### config.mk
export PLATFORM = sky130hd
export DESIGN_NAME = disp_axi_rdarb
export DESIGN_NICKNAME = d
export VERILOG_FILES = /design/src/rtl/disp_axi_rdarb.sv
export SDC_FILE = /design/constraint.sdc
export NUM_CORES = 1
export LEC_CHECK = 0
export ABC_AREA = 1
export CORE_MARGIN = 10
export CORE_UTILIZATION = 30
export CTS_CLUSTER_SIZE = 40
export DETAILED_ROUTE_END_ITERATION = 8
export PLACE_DENSITY = 0.78
export SLEW_MARGIN = 25
export SYNTH_ARGS = -nofsm -noshare
export SYNTH_HDL_FRONTEND = slang
export SYNTH_SLANG_ARGS = --single-unit
### constraint.sdc
create_clock -name ACLK -period 1.5 [get_ports ACLK]
set_input_delay 0.3 -clock ACLK [delete_from_list [all_inputs] [get_ports ACLK]]
set_output_delay 0.3 -clock ACLK [all_outputs]
set_load 0.02 [all_outputs]
### src/rtl/disp_axi_rdarb.sv
// disp_axi_rdarb: shares one AXI read master port between the display VRAM
// reader (requester 0) and a drawing/engine reader (requester 1). One burst
// is in flight at a time. Requester 0 normally wins, but after MAX_CONSEC
// back-to-back wins while requester 1 waits, requester 1 gets the next slot.
// The number of R beats in each burst is also checked against the latched ARLEN.
module disp_axi_rdarb #(
   parameter int ADDR_WIDTH = 32,
   parameter int DATA_WIDTH = 64,
   parameter int MAX_CONSEC = 4
) (
   input  logic                  ACLK,
   input  logic                  ARST,

   input  logic [ADDR_WIDTH-1:0] REQ0_ARADDR,
   input  logic [7:0]            REQ0_ARLEN,
   input  logic                  REQ0_ARVALID,
   output logic                  REQ0_ARREADY,
   output logic [DATA_WIDTH-1:0] REQ0_RDATA,
   output logic                  REQ0_RLAST,
   output logic                  REQ0_RVALID,
   input  logic                  REQ0_RREADY,

   input  logic [ADDR_WIDTH-1:0] REQ1_ARADDR,
   input  logic [7:0]            REQ1_ARLEN,
   input  logic                  REQ1_ARVALID,
   output logic                  REQ1_ARREADY,
   output logic [DATA_WIDTH-1:0] REQ1_RDATA,
   output logic                  REQ1_RLAST,
   output logic                  REQ1_RVALID,
   input  logic                  REQ1_RREADY,

   output logic [ADDR_WIDTH-1:0] M_AXI_ARADDR,
   output logic [7:0]            M_AXI_ARLEN,
   output logic                  M_AXI_ARVALID,
   input  logic                  M_AXI_ARREADY,
   input  logic [DATA_WIDTH-1:0] M_AXI_RDATA,
   input  logic                  M_AXI_RLAST,
   input  logic                  M_AXI_RVALID,
   output logic                  M_AXI_RREADY,

   output logic                  GRANT,
   output logic                  BUSY,
   output logic                  LEN_ERR
);

   localparam logic [1:0] S_IDLE = 2'd0;
   localparam logic [1:0] S_ADDR = 2'd1;
   localparam logic [1:0] S_DATA = 2'd2;

   localparam logic [3:0] C_MAX = 4'(MAX_CONSEC);

   logic [1:0]            r_state;
   logic [ADDR_WIDTH-1:0] r_araddr;
   logic [7:0]            r_arlen;
   logic                  r_arvalid;
   logic                  r_grant;
   logic                  r_lenErr;
   logic [3:0]            r_consec;
   logic [8:0]            r_beatCnt;

   logic w_inIdle;
   logic w_inAddr;
   logic w_inData;
   logic w_pick1;
   logic w_grantAny;
   logic w_arHs;
   logic w_rReady;
   logic w_rHs;
   logic w_lenBad;

   assign w_inIdle   = (r_state == S_IDLE);
   assign w_inAddr   = (r_state == S_ADDR);
   assign w_inData   = (r_state == S_DATA);

   // Requester 1 wins when it is alone, or when requester 0 has used up its
   // allowance of consecutive wins while requester 1 was waiting.
   assign w_pick1    = REQ1_ARVALID && (!REQ0_ARVALID || (r_consec == C_MAX));
   assign w_grantAny = w_inIdle && (REQ0_ARVALID || REQ1_ARVALID);

   assign w_arHs     = w_inAddr && r_arvalid && M_AXI_ARREADY;
   assign w_rReady   = w_inData && (r_grant ? REQ1_RREADY : REQ0_RREADY);
   assign w_rHs      = w_rReady && M_AXI_RVALID;

   // A beat is inconsistent if RLAST arrives early or late relative to the
   // beat index; r_beatCnt is the number of beats already accepted.
   assign w_lenBad   = w_rHs && (M_AXI_RLAST ? (r_beatCnt != {1'b0, r_arlen})
                                             : (r_beatCnt == {1'b0, r_arlen}));

   // Main burst sequencer: arbitrate in IDLE, hold AR until accepted, then
   // pass R beats through until the beat carrying RLAST is accepted.
   always_ff @(posedge ACLK) begin
      if (ARST) begin
         r_state   <= S_IDLE;
         r_araddr  <= '0;
         r_arlen   <= '0;
         r_arvalid <= 1'b0;
         r_grant   <= 1'b0;
         r_beatCnt <= '0;
      end else begin
         case (r_state)
            S_IDLE: begin
               if (w_grantAny) begin
                  r_state   <= S_ADDR;
                  r_arvalid <= 1'b1;
                  r_grant   <= w_pick1;
                  r_araddr  <= w_pick1 ? REQ1_ARADDR : REQ0_ARADDR;
                  r_arlen   <= w_pick1 ? REQ1_ARLEN : REQ0_ARLEN;
               end
            end
            S_ADDR: begin
               if (w_arHs) begin
                  r_arvalid <= 1'b0;
                  r_beatCnt <= '0;
                  r_state   <= S_DATA;
               end
            end
            S_DATA: begin
               if (w_rHs) begin
                  r_beatCnt <= r_beatCnt + 9'd1;
                  if (M_AXI_RLAST) begin
                     r_state <= S_IDLE;
                  end
               end
            end
            default: begin
               r_state   <= S_IDLE;
               r_arvalid <= 1'b0;
            end
         endcase
      end
   end

   // Track consecutive requester-0 wins taken while requester 1 was waiting.
   always_ff @(posedge ACLK) begin
      if (ARST) begin
         r_consec <= '0;
      end else if (w_grantAny) begin
         if (!w_pick1 && REQ1_ARVALID) begin
            if (r_consec != C_MAX) begin
               r_consec <= r_consec + 4'd1;
            end
         end else begin
            r_consec <= '0;
         end
      end
   end

   // Sticky burst-length error flag, cleared only by reset.
   always_ff @(posedge ACLK) begin
      if (ARST) begin
         r_lenErr <= 1'b0;
      end else if (w_lenBad) begin
         r_lenErr <= 1'b1;
      end
   end

   assign M_AXI_ARADDR  = r_araddr;
   assign M_AXI_ARLEN   = r_arlen;
   assign M_AXI_ARVALID = r_arvalid;
   assign M_AXI_RREADY  = w_rReady;

   assign REQ0_ARREADY  = w_inAddr && !r_grant && M_AXI_ARREADY;
   assign REQ1_ARREADY  = w_inAddr &&  r_grant && M_AXI_ARREADY;

   assign REQ0_RDATA    = M_AXI_RDATA;
   assign REQ1_RDATA    = M_AXI_RDATA;
   assign REQ0_RVALID   = w_inData && !r_grant && M_AXI_RVALID;
   assign REQ1_RVALID   = w_inData &&  r_grant && M_AXI_RVALID;
   assign REQ0_RLAST    = w_inData && !r_grant && M_AXI_RLAST;
   assign REQ1_RLAST    = w_inData &&  r_grant && M_AXI_RLAST;

   assign GRANT         = r_grant;
   assign BUSY          = !w_inIdle;
   assign LEN_ERR       = r_lenErr;

endmodule

# Word level (Yosys, flattened, before mapping)
# Cells that the tools add are included.
[totals]
reg_bits = 58
in_bits = 153
output_inout_bits = 179
wordCells = 70
[classes]
add_sub_neg = 2
n_eq_ne = 11
mux = 17
n_bitwise = 1
reduce_logical = 31
[op_table]
columns = ["cell", "count"]
rows = [
  ["$mux W32", 1],
  ["$logic_and A1 B1 Y1", 18],
  ["$mux W9", 2],
  ["$pmux W9 S2", 1],
  ["$add A9 B1 Y9 const B", 1],
  ["$eq A9 B8 Y1", 1],
  ["$ne A9 B8 Y1", 1],
  ["$mux W2", 4],
  ["$mux W4", 2],
  ["$mux W8", 1],
  ["$ne A2 B1 Y1 const B", 4],
  ["$pmux W2 S3", 1],
  ["$reduce_and A3 Y1", 2],
  ["$add A4 B1 Y4 const B", 1],
  ["$eq A4 B3 Y1 const B", 1],
  ["$logic_not A1 Y1", 4],
  ["$mux W1", 4],
  ["$ne A4 B3 Y1 const B", 1],
  ["$reduce_and A2 Y1", 2],
  ["$reduce_and A4 Y1", 1],
  ["$pmux W1 S3", 1],
  ["$eq A2 B1 Y1 const B", 1],
  ["$eq A2 B2 Y1 const B", 1],
  ["$logic_not A2 Y1", 1],
  ["4 further kinds", 5],
]

# Longest topological paths before layout
[logic_depth]
word_depth = 7
depth_mapped = 11

# Worst setup path after synthesis
# Ideal clock, no wire load.
[synth_path]
path_type = "reg-to-reg"
from = "register r_grant (netlist: GRANT)"
to = "register r_beatCnt[4]"
setup_ns = 0.132
arrival_time_ns = 1.304
t_required_ns = 1.368
path_slack_ns = 0.064
path_stages_with_launch = 10
path_buffers = 0
synth_period_minus_slack_ns = 1.436
cell_sequence = "dfxtp_1 nand2_1 nand2_1 nand2_1 inv_1 nand2_1 nand2_2 inv_2 a21oi_1 nor3_1"
[synth_via]
elab_chain_len = 5
[synth_rtl]
columns = ["element", "line", "rtl"]
rows = [
  ["from (decl)", "56", "logic r_grant;"],
  ["from (signal assigned)", "105", "r_grant <= w_pick1;"],
  ["$mux W1", "81", "assign w_rReady = w_inData && (r_grant ? REQ1_RREADY : REQ0_RREADY);"],
  ["$logic_and A1 B1 Y1", "81", ""],
  ["net M_AXI_RREADY", "39", "output logic M_AXI_RREADY,"],
  ["$logic_and A1 B1 Y1", "82", "assign w_rHs = w_rReady && M_AXI_RVALID;"],
  ["$ne A2 B1 Y1 (no source line)", "n/a", ""],
  ["$reduce_and A3 Y1 (no source line)", "n/a", ""],
  ["to (signal assigned)", "119", "r_beatCnt <= r_beatCnt + 9'd1;"],
  ["to (decl)", "59", "logic [8:0] r_beatCnt;"],
]
# The timed path passes the listed nets, and every way through them passes these cells.
# A chain may end at the register's enable or synchronous reset.

# Worst setup path after layout
[layout_path]
from = "register r_consec[1]"
to = "register r_araddr[3] (netlist: M_AXI_ARADDR[3])"
[layout_via]
elab_chain_len = 4
[layout_rtl]
columns = ["element", "line", "rtl"]
rows = [
  ["from (decl)", "58", "logic [3:0] r_consec;"],
  ["from (signal assigned)", "140", "r_consec <= r_consec + 4'd1;"],
  ["$eq A4 B3 Y1", "77", "assign w_pick1 = REQ1_ARVALID && (!REQ0_ARVALID || (r_consec == C_MAX));"],
  ["$logic_or A1 B1 Y1", "77", ""],
  ["$logic_and A1 B1 Y1", "77", ""],
  ["$mux W32", "106", "r_araddr <= w_pick1 ? REQ1_ARADDR : REQ0_ARADDR;"],
  ["to (signal assigned)", "106", ""],
  ["to (decl)", "53", "logic [ADDR_WIDTH-1:0] r_araddr;"],
]
# No other way between the ends.

==> results_dict.tcl <==
set metrics [dict create \
    internal-power_uw 5281 \
    p_leak_uw 0.003217 \
    pwr-share-comb_pct 45.2 \
    track_usage_pct 14.16 \
    violations "negative setup slack" \
    die_h_um 136.8 \
    holdCritPathClass "in2reg" \
    clock_sinks 58 \
    maxSlewHeadroom_pct 83.10 \
    synth_top_area_share_pct 28.35 \
    cts.htree.levels 3 \
    r2r-start "r_consec[1]$_SDFFE_PP0P_" \
    ys_seq_area_share_pct 28.35 \
    end_kind "flip-flop" \
    ys.flop_type "dfxtp_1" \
    worstPathArrival_ns 1.89 \
    cts_root_buffer "clkbuf_16" \
    min_period_over_period_pct 110.7 \
    cp.required_ns 1.73 \
    synthArstFlopShare_pct 0 \
    grt_pass1_wl_um 20580 \
    finalNetCount 865 \
    clockPowerShare_pct 29.6 \
    maxCapViolations 0 \
    grt_setup_unrepaired "true" \
    dp_hpwl_um 9354 \
    num_vias 3892 \
    synth-seq-cells 58 \
    avgSynthCellArea_um2 6.320 \
    worst_pin_slew_ns 0.2545 \
    switching_power_uw 3009 \
    cts.clk_slew.worst_paths_ns 0.05 \
    tritoncts "built" \
    drive_gt1_share_pct 31.65 \
    skew_ns 0.006434 \
    criticalPathCategory "reg2reg" \
    num_io_pins 332 \
    fin_ws_ns -0.1610 \
    hold_start "ARST" \
    yosysTopAreaCell "dfxtp_1" \
    status "complete, but fails checks" \
    drt-total-wl_um 13600 \
    fillers 1266 \
    final_hold_viol_count 0 \
    core_region_area_um2 13300 \
    synth_cell_types 23 \
    synth_nets 804 \
    reg2reg_slack_ns -0.16 \
    io_buffers 139 \
    drc_errors 0 \
    drv_slew 0 \
    areaGrowthSynthToFinish_pct 54.81 \
    power_uw 8291 \
    place_congestion 0.8121 \
    power_density_nw_per_um2 1308 \
    hold_depth 2 \
    clock_path_buffers 2 \
    setup_violations 41 \
    rows 42 \
    clock_latency_ns 0.33 \
    grt_pass1_vias 4058 \
    grt_max_degree 26 \
    overflow 0 \
    drt_first_pass_iters 4 \
    pre_cts_slack_ns -0.4757 \
    yosys_warnings 0 \
    cts_hold_buf 0 \
    synth_edf_count 0 \
    peakVddDrop_mv 0.7307 \
    cp-start-kind "flip-flop" \
    fin_hold_ws_ns 0.2728 \
    cp_max_fo 5 \
    power_frac_seq_pct 25.2 \
    start_util_pct 30.80 \
    synth_area_um2 4095 \
    vias_per_cell 4.373 \
    min_to "GRANT$_SDFFE_PP0P_" \
    sw_frac_of_total_pct 36.30 \
    ys_top_cells_by_area "dfxtp_1 (28%), buf_4 (24%), nand2_1 (16%)" \
    r2r_cells 11 \
    min_period_ns 1.661 \
    antennaDiodeCount 0 \
    cts_buffers 9 \
    fmax_ghz 0.6020 \
    detail_route.iter0.violations 98 \
    syn_inst 648 \
    grt_antenna_before_repair 0 \
    die_area_um2 18720 \
    worstReg2RegEnd "M_AXI_ARADDR[3]$_SDFFE_PP0P_" \
    die_width_um 136.8 \
    ant_nets 0 \
    post_drt_wl_per_cell_um 15.28 \
]
## cells by family after synthesis
kind of cell,Yosys count,synth area share [%]
AO/OA/AOI/OAI,35,4.858
adder cells (fa/ha/maj),3,0.9167
flip-flops,58,28.35
XOR/XNOR,4,0.8556
AND/OR/NAND/NOR,317,30.98
buffers and inverters,231,34.04
## Yosys cell counts (4+ instances only)
cell type  instances
a21oi_1           24
buf_2              7
buf_4            130
buf_6              4
clkbuf_1           7
dfxtp_1           58
inv_1             73
inv_2              7
nand2_1          170
nand3_1           50
nor2_1            87
nor3_1             7
o21ai_0            7
## stage by stage
stage	instances	util [%]	cell area, µm²	TNS, ns
after floorplan	648	-	4095	0
after global placement	852	37.18	4943	-12.44
after detailed placement	852	37.18	4943	-14.82
after CTS	892	46.44	6175	-3.495
after global routing	890	47.68	6340	-7.785
final	890	47.68	6340	-4.774
## state kept, by name, indices dropped and copies added, names as in the netlist
register       flops
M_AXI_ARLEN        8
M_AXI_ARADDR      32
r_beatCnt          9
M_AXI_ARVALID      1
r_state            2
r_consec           4
GRANT              1
LEN_ERR            1
## per-layer routing
metal,vias up,part of all wire (%),track usage (%)
met5,-,0,0
met4,0,3.6,8.841
met3,51,10,6.818
met2,159,49,23.05
met1,1727,37,14.40
li1,1955,-,-
## power by group through the flow
stage                     clock network [µW]  logic, µW  registers [µW]
after floorplan                            0       1880            2480
after global placement                     0       3340            2110
after detailed placement                   0       3370            2120
after CTS                               2520       3650            2080
after global routing                    2580       4100            2140
final                                   2460       3750            2090
## critical path, cell delays in order, from the launching register on
cell and delay, ns:
dfxtp_2 0.32, inv_2 0.07, ha_4 0.13, inv_2 0.04, o31ai_4 0.26, nand2_4 0.16, buf_12 0.18, buf_16 0.15
nand2_4 0.05, nand3_2 0.07, nand2_2 0.07, inv_1 0.03
## how the worst max path moves through the flow
stage	from	end	slack (ns)	cells past startpoint
6_report	r_consec[1]$_SDFFE_PP0P_	M_AXI_ARADDR[3]$_SDFFE_PP0P_	-0.16	11
5_1_grt	r_consec[1]$_SDFFE_PP0P_	M_AXI_ARADDR[28]$_SDFFE_PP0P_	-0.23	11
3_3_place_gp	M_AXI_ARREADY	REQ1_ARREADY	-0.42	4
3_5_place_dp	M_AXI_ARREADY	REQ0_ARREADY	-0.48	4
4_1_cts	r_consec[0]$_SDFFE_PP0P_	M_AXI_ARADDR[23]$_SDFFE_PP0P_	-0.17	12
2_1_floorplan	GRANT$_SDFFE_PP0P_	r_beatCnt[4]$_SDFFE_PP0P_	0.06	9
## timing repair
action	in CTS	in global routing
buffers inserted	15	3
resized for setup	231	73
cloned	9	0
endpoints found under the setup margin	92	55
pin swaps	38	33
## layout make-up
| type | instances | area, µm² | share of cell area [%] |
|---|---|---|---|
| Multi-Input combinational cell | 359 | 2217 | 34.97 |
| Timing Repair Buffer | 201 | 2058 | 32.46 |
| Sequential cell | 58 | 1175 | 18.53 |
| Inverter | 80 | 315.3 | 4.973 |
| Clock buffer | 12 | 256.5 | 4.046 |
| Tap cell | 176 | 220.2 | 3.473 |
| Clock inverter | 4 | 97.59 | 1.539 |
## cells in the final DEF (no fill, tap or decap), types with 11 or more instances in the layout
cell type,Yosys,layout
nand2_1,170,107
buf_4,130,46
inv_1,73,66
nand3_1,50,11
inv_2,7,12
nor2_1,87,81
clkdlybuf4s50_1,0,85
nand3_2,0,38
a21oi_1,24,21
dfxtp_1,58,51
nand2_4,0,46
dlygate4sd2_1,0,44
nand2_2,1,18
Note: power is estimated with default switching activity, not from simulation.
